<file path="src/rtl/jtframe_objdma.sv">
// jtframe_objdma
// Object-RAM DMA engine. On dma_go it requests the CPU bus, copies LEN words
// from CPU-side RAM starting at SRC_BASE into the object line buffer, one word
// per cen, then releases the bus and pulses done.
//
// Ports
//   clk       system clock
//   rst       asynchronous reset, active high
//   cen       transfer pacing enable, at most one word per cen
//   LVBL      vertical blank, active low (start gate when WAIT_BLANK=1)
//   dma_go    start request, level or pulse
//   busrq     bus request to CPU, active high
//   busak_n   bus acknowledge from CPU, active low
//   src_addr  CPU RAM read address (RAM data valid one clk later)
//   src_data  CPU RAM read data
//   dst_addr  object buffer write address
//   dst_data  object buffer write data
//   dst_we    object buffer write strobe, one clk wide
//   busy      high from start accept until the bus is released
//   done      one-clk pulse when the bus is released after a transfer
//
// State  | meaning
// IDLE   | waiting for dma_go
// ARM    | request accepted, waiting for blank (if enabled)
// REQ    | busrq raised, waiting for busak_n
// PRIME  | load first source address on a cen
// XFER   | one word copied per cen while the bus is held
// REL    | busrq dropped, waiting for the CPU to take the bus back
module jtframe_objdma #(
    parameter int               SAW        = 12,
    parameter int               DAW        = 9,
    parameter int               DW         = 8,
    parameter int               LEN        = 512,
    parameter logic [SAW-1:0]   SRC_BASE   = '0,
    parameter bit               WAIT_BLANK = 1'b1
)(
    input  logic            clk,
    input  logic            rst,
    input  logic            cen,
    input  logic            LVBL,
    input  logic            dma_go,
    output logic            busrq,
    input  logic            busak_n,
    output logic [SAW-1:0]  src_addr,
    input  logic [DW-1:0]   src_data,
    output logic [DAW-1:0]  dst_addr,
    output logic [DW-1:0]   dst_data,
    output logic            dst_we,
    output logic            busy,
    output logic            done
);

    typedef enum logic [2:0] {
        IDLE  = 3'd0,
        ARM   = 3'd1,
        REQ   = 3'd2,
        PRIME = 3'd3,
        XFER  = 3'd4,
        REL   = 3'd5
    } state_t;

    localparam logic [DAW-1:0] LAST = DAW'(LEN - 1);

    state_t          state_q,    state_d;
    logic            pending_q,  pending_d;
    logic            busrq_q,    busrq_d;
    logic            busy_q,     busy_d;
    logic            done_q,     done_d;
    logic            dst_we_q,   dst_we_d;
    logic [SAW-1:0]  src_addr_q, src_addr_d;
    logic [DAW-1:0]  dst_addr_q, dst_addr_d;
    logic [DW-1:0]   dst_data_q, dst_data_d;
    logic [DAW-1:0]  cnt_q,      cnt_d;

    always_comb begin
        state_d    = state_q;
        pending_d  = pending_q;
        busrq_d    = busrq_q;
        busy_d     = busy_q;
        done_d     = 1'b0;
        dst_we_d   = 1'b0;
        src_addr_d = src_addr_q;
        dst_addr_d = dst_addr_q;
        dst_data_d = dst_data_q;
        cnt_d      = cnt_q;

        // Requests arriving while a transfer is in flight merge into one
        if (state_q != IDLE && dma_go) pending_d = 1'b1;

        case (state_q)
            IDLE: begin
                if (dma_go) begin
                    state_d = ARM;
                    busy_d  = 1'b1;
                end
            end
            ARM: begin
                if (!WAIT_BLANK || !LVBL) begin
                    state_d = REQ;
                    busrq_d = 1'b1;
                end
            end
            REQ: begin
                if (!busak_n) state_d = PRIME;
            end
            PRIME: begin
                // Address goes out here so src_data is settled by the next cen
                if (cen) begin
                    src_addr_d = SRC_BASE;
                    cnt_d      = '0;
                    state_d    = XFER;
                end
            end
            XFER: begin
                // Losing the bus simply stalls here with address and count held
                if (cen && !busak_n) begin
                    dst_we_d   = 1'b1;
                    dst_addr_d = cnt_q;
                    dst_data_d = src_data;
                    src_addr_d = src_addr_q + SAW'(1);
                    cnt_d      = cnt_q + DAW'(1);
                    if (cnt_q == LAST) begin
                        state_d = REL;
                        busrq_d = 1'b0;
                    end
                end
            end
            REL: begin
                if (busak_n) begin
                    done_d    = 1'b1;
                    pending_d = 1'b0;
                    // A request on this very clk counts as pending
                    if (pending_q || dma_go) begin
                        state_d = ARM;
                        busy_d  = 1'b1;
                    end else begin
                        state_d = IDLE;
                        busy_d  = 1'b0;
                    end
                end
            end
            default: begin
                state_d = IDLE;
                busrq_d = 1'b0;
                busy_d  = 1'b0;
            end
        endcase
    end

    always_ff @(posedge clk or posedge rst) begin
        if (rst) begin
            state_q    <= IDLE;
            pending_q  <= 1'b0;
            busrq_q    <= 1'b0;
            busy_q     <= 1'b0;
            done_q     <= 1'b0;
            dst_we_q   <= 1'b0;
            src_addr_q <= SRC_BASE;
            dst_addr_q <= '0;
            dst_data_q <= '0;
            cnt_q      <= '0;
        end else begin
            state_q    <= state_d;
            pending_q  <= pending_d;
            busrq_q    <= busrq_d;
            busy_q     <= busy_d;
            done_q     <= done_d;
            dst_we_q   <= dst_we_d;
            src_addr_q <= src_addr_d;
            dst_addr_q <= dst_addr_d;
            dst_data_q <= dst_data_d;
            cnt_q      <= cnt_d;
        end
    end

    assign busrq    = busrq_q;
    assign busy     = busy_q;
    assign done     = done_q;
    assign dst_we   = dst_we_q;
    assign src_addr = src_addr_q;
    assign dst_addr = dst_addr_q;
    assign dst_data = dst_data_q;

endmodule
</file>
<file path="config.mk">
export PLATFORM = sky130hd
export DESIGN_NAME = jtframe_objdma
export DESIGN_NICKNAME = d
export VERILOG_FILES = /design/src/rtl/jtframe_objdma.sv
export SDC_FILE = /design/constraint.sdc
export NUM_CORES = 1
export LEC_CHECK = 0
export CAP_MARGIN = 0
export CORE_MARGIN = 3
export CORE_UTILIZATION = 40
export DETAILED_ROUTE_END_ITERATION = 10
export DONT_BUFFER_PORTS = 1
export GPL_TIMING_DRIVEN = 0
export PLACE_DENSITY_LB_ADDON = 0.1
export RECOVER_POWER = 50
export SLEW_MARGIN = 20
export SYNTH_ARGS = -nofsm -noshare
export SYNTH_HDL_FRONTEND = slang
export SYNTH_SLANG_ARGS = --single-unit
</file>
<file path="constraint.sdc">
create_clock -name clk -period 5.25 [get_ports clk]
set_input_delay 0.7875 -clock clk [delete_from_list [all_inputs] [get_ports clk]]
set_output_delay 0.7875 -clock clk [all_outputs]
set_load 0.03 [all_outputs]
</file>
==> flow_summary.ini <==
[timing]
rsz0062_at_grt = no
period_needed_ps = 2319
timing.hold.ws_ps = 427.6
max_slew_margin_pct = -7.618
setup_ws_ps = 2931
fin_crit_sh_pct = 44.18
worst_pin_slew_ps = 1614
tns_ps = 0
fmax_mhz = 431.2
final_hold_viol_count = 0
finalSetupViolations = 0
skew_ps = 6.304
slew_viol_final = 31

[logic_synthesis]
syn_avg_cell_area_um2 = 10.72
ys_warn_count = 0
ys_async_sr_fraction_pct = 100.0
synth_area_leaders = dfrtp_1 (53%), mux2_2 (8.8%), nor2_1 (3.1%)
synth-edff-count = 0
ys_seq_area_share_pct = 52.63
synth_cells = 204
ys_ff_latch = 46
syn-cell-area_mm2 = 0.002187
synth.top_cell.area_share_pct = 52.63
synth.distinct_cells = 44
synth.largest_area_cell = dfrtp_1
ys.flop_type = dfrtp_1
syn-num-nets = 221

[floorplanning]
dieHeight_um = 79.95
fp-row-count = 26
die_w_um = 79.95
design.die.area_mm2 = 0.006391
core_mm2 = 0.005205
io_pins = 47
start_util_pct = 42.02

[placement]
gp_routability_congestion = 0.7829
post-place-cells = 275
placed_area_mm2 = 0.002295
place_ws_ps = 2813
numPortBuffers = 0
post-dp-hpwl_um = 3330

[setup_path]
cp_cell_sequence = inv_1 > clkbuf_1
start_kind = input pin
cp.arrival_ps = 2440
cp.required_ps = 5370
path_class = input pin to asynchronous set/reset pin
path_delay_family = buffers and inverters
max_stage_delay_ps = 1230
cp-end-kind = asynchronous set/reset pin
cp_max_fo = 30
path_buf_inv = 2
crit_slowest_cell = clkbuf_1

[flow_run]
drv_cap = 1

[route]
vias = 1553
first_pass_iters = 4
drc = 0
viasPerCell = 5.488
wirelength_um = 4488
drtIter0Drc = 97
wl_per_cell_um = 15.86
ant_nets = 0

[layout]
final_util_pct = 45.50
syn2layout_area_growth_pct = 8.295
final_common_cell = dfrtp_1
diodes = 0
seq_area_mm2 = 0.001151
nFillCells = 512
drive_above_1_share_pct = 15.02
nets = 229
layout_common_cells = dfrtp_1 (46), nor2_1 (18), nand2_1 (17), mux2_2 (17), o21ai_0 (12)
finalInstanceArea_mm2 = 0.002369
multiInputGateArea_um2 = 962.2
final_cells = 283

[global_route]
track_usage_pct = 16.01
grt_pass1_vias = 1673
grt_overflow = 0
grt_pass1_wl_um = 8059
grt_max_degree = 31
antenna_found_initial = 0

[clock_network]
numClockSinks = 46
post_cts_buffers = 0
cts_tree = yes
numCtsBuffers = 5
cts-resized-gates = 0
clk_pin_slew_ps = 90
holdBufCountCts = 0
htreeDepth = 2
cts_buffer_depth = 2
clkLatencyLatePin_ps = 300
clockRootBuffer = clkbuf_8

[power]
p_total_mw = 0.9810
ir_drop_mv = 0.2165
p_leak_nw = 1.054
powerDensity_mw_per_mm2 = 414.2

[worst_hold_path]
worst_hold_path_type = input pin to asynchronous set/reset pin

[outcome]
violations = max-capacitance violations, max-slew violations
status = complete, but fails checks
[layout make-up]
class / instances / area share, %
well taps: 70 / 3.698
repair buffers: 1 / 0.1585
inverters: 5 / 0.7924
plain buffers: 11 / 2.166
clock inverters: 3 / 1.057
flip-flops and latches: 46 / 48.60
multi-input cells: 142 / 40.62
clock buffers: 5 / 2.905
[flip-flops by register name (all words and copies together) (netlist names)]
| name | cells |
|---|---|
| busrq | 1 |
| busy | 1 |
| cnt_q | 9 |
| done | 1 |
| dst_addr | 9 |
| dst_data | 8 |
| dst_we | 1 |
| pending_q | 1 |
| src_addr | 12 |
| state_q | 3 |
[synthesized netlist by cell type, types with 3 or more instances]
library cell	instances
inv_1	5
a21oi_1	10
xor2_1	6
dfrtp_1	46
nand2_1	17
nand3_1	5
o211ai_1	6
ha_1	3
or3_1	6
clkbuf_1	7
nand2b_1	3
mux2_2	17
nor2_1	18
o21ai_0	12
or4_1	3
and3_1	3
[cell families after synthesis]
kind of cell / Yosys count / synth area share [%]
AND/OR/NAND/NOR: 71 / 17.68
flip-flops: 46 / 52.63
AO/OA/AOI/OAI: 42 / 12.19
multiplexers: 18 / 9.210
buffers and inverters: 16 / 3.376
XOR/XNOR: 8 / 3.204
adder cells (fa/ha/maj): 3 / 1.716
[power breakdown]
| group | total, mW | switching, mW | internal, mW |
|---|---|---|---|
| Clock | 0.224 | 0.127 | 0.0962 |
| Combinational | 0.245 | 0.149 | 0.0956 |
| Sequential | 0.512 | 0.107 | 0.406 |
| Total | 0.981 | 0.383 | 0.598 |
[path summary, 6_finish.rpt]
kind	endpoint	slack, ps	startpoint	cells after the start
max	dst_addr[3]$_DFFE_PP0P_	2930	rst	2
min	dst_data[0]$_DFFE_PP0P_	430	rst	1
max reg2reg	src_addr[4]$_DFFE_PP0P_	3050	state_q[0]$_DFFE_PP0P_	5
min reg2reg	cnt_q[8]$_DFFE_PP0P_	520	cnt_q[8]$_DFFE_PP0P_	2
max in group clk	src_addr[4]$_DFFE_PP0P_	3050	state_q[0]$_DFFE_PP0P_	5
min in group clk	cnt_q[8]$_DFFE_PP0P_	520	cnt_q[8]$_DFFE_PP0P_	2
[metal layers]
| layer | track usage, % | up-vias | routed length [um] |
|---|---|---|---|
| met3 | 5.305 | 2 | 249 |
| met1 | 18.66 | 774 | 1859 |
| li1 | - | 742 | - |
| met5 | 0 | - | 0 |
| met2 | 27.90 | 35 | 2355 |
| met4 | 4.561 | 0 | 24 |
(Power assumes the default switching activity.)
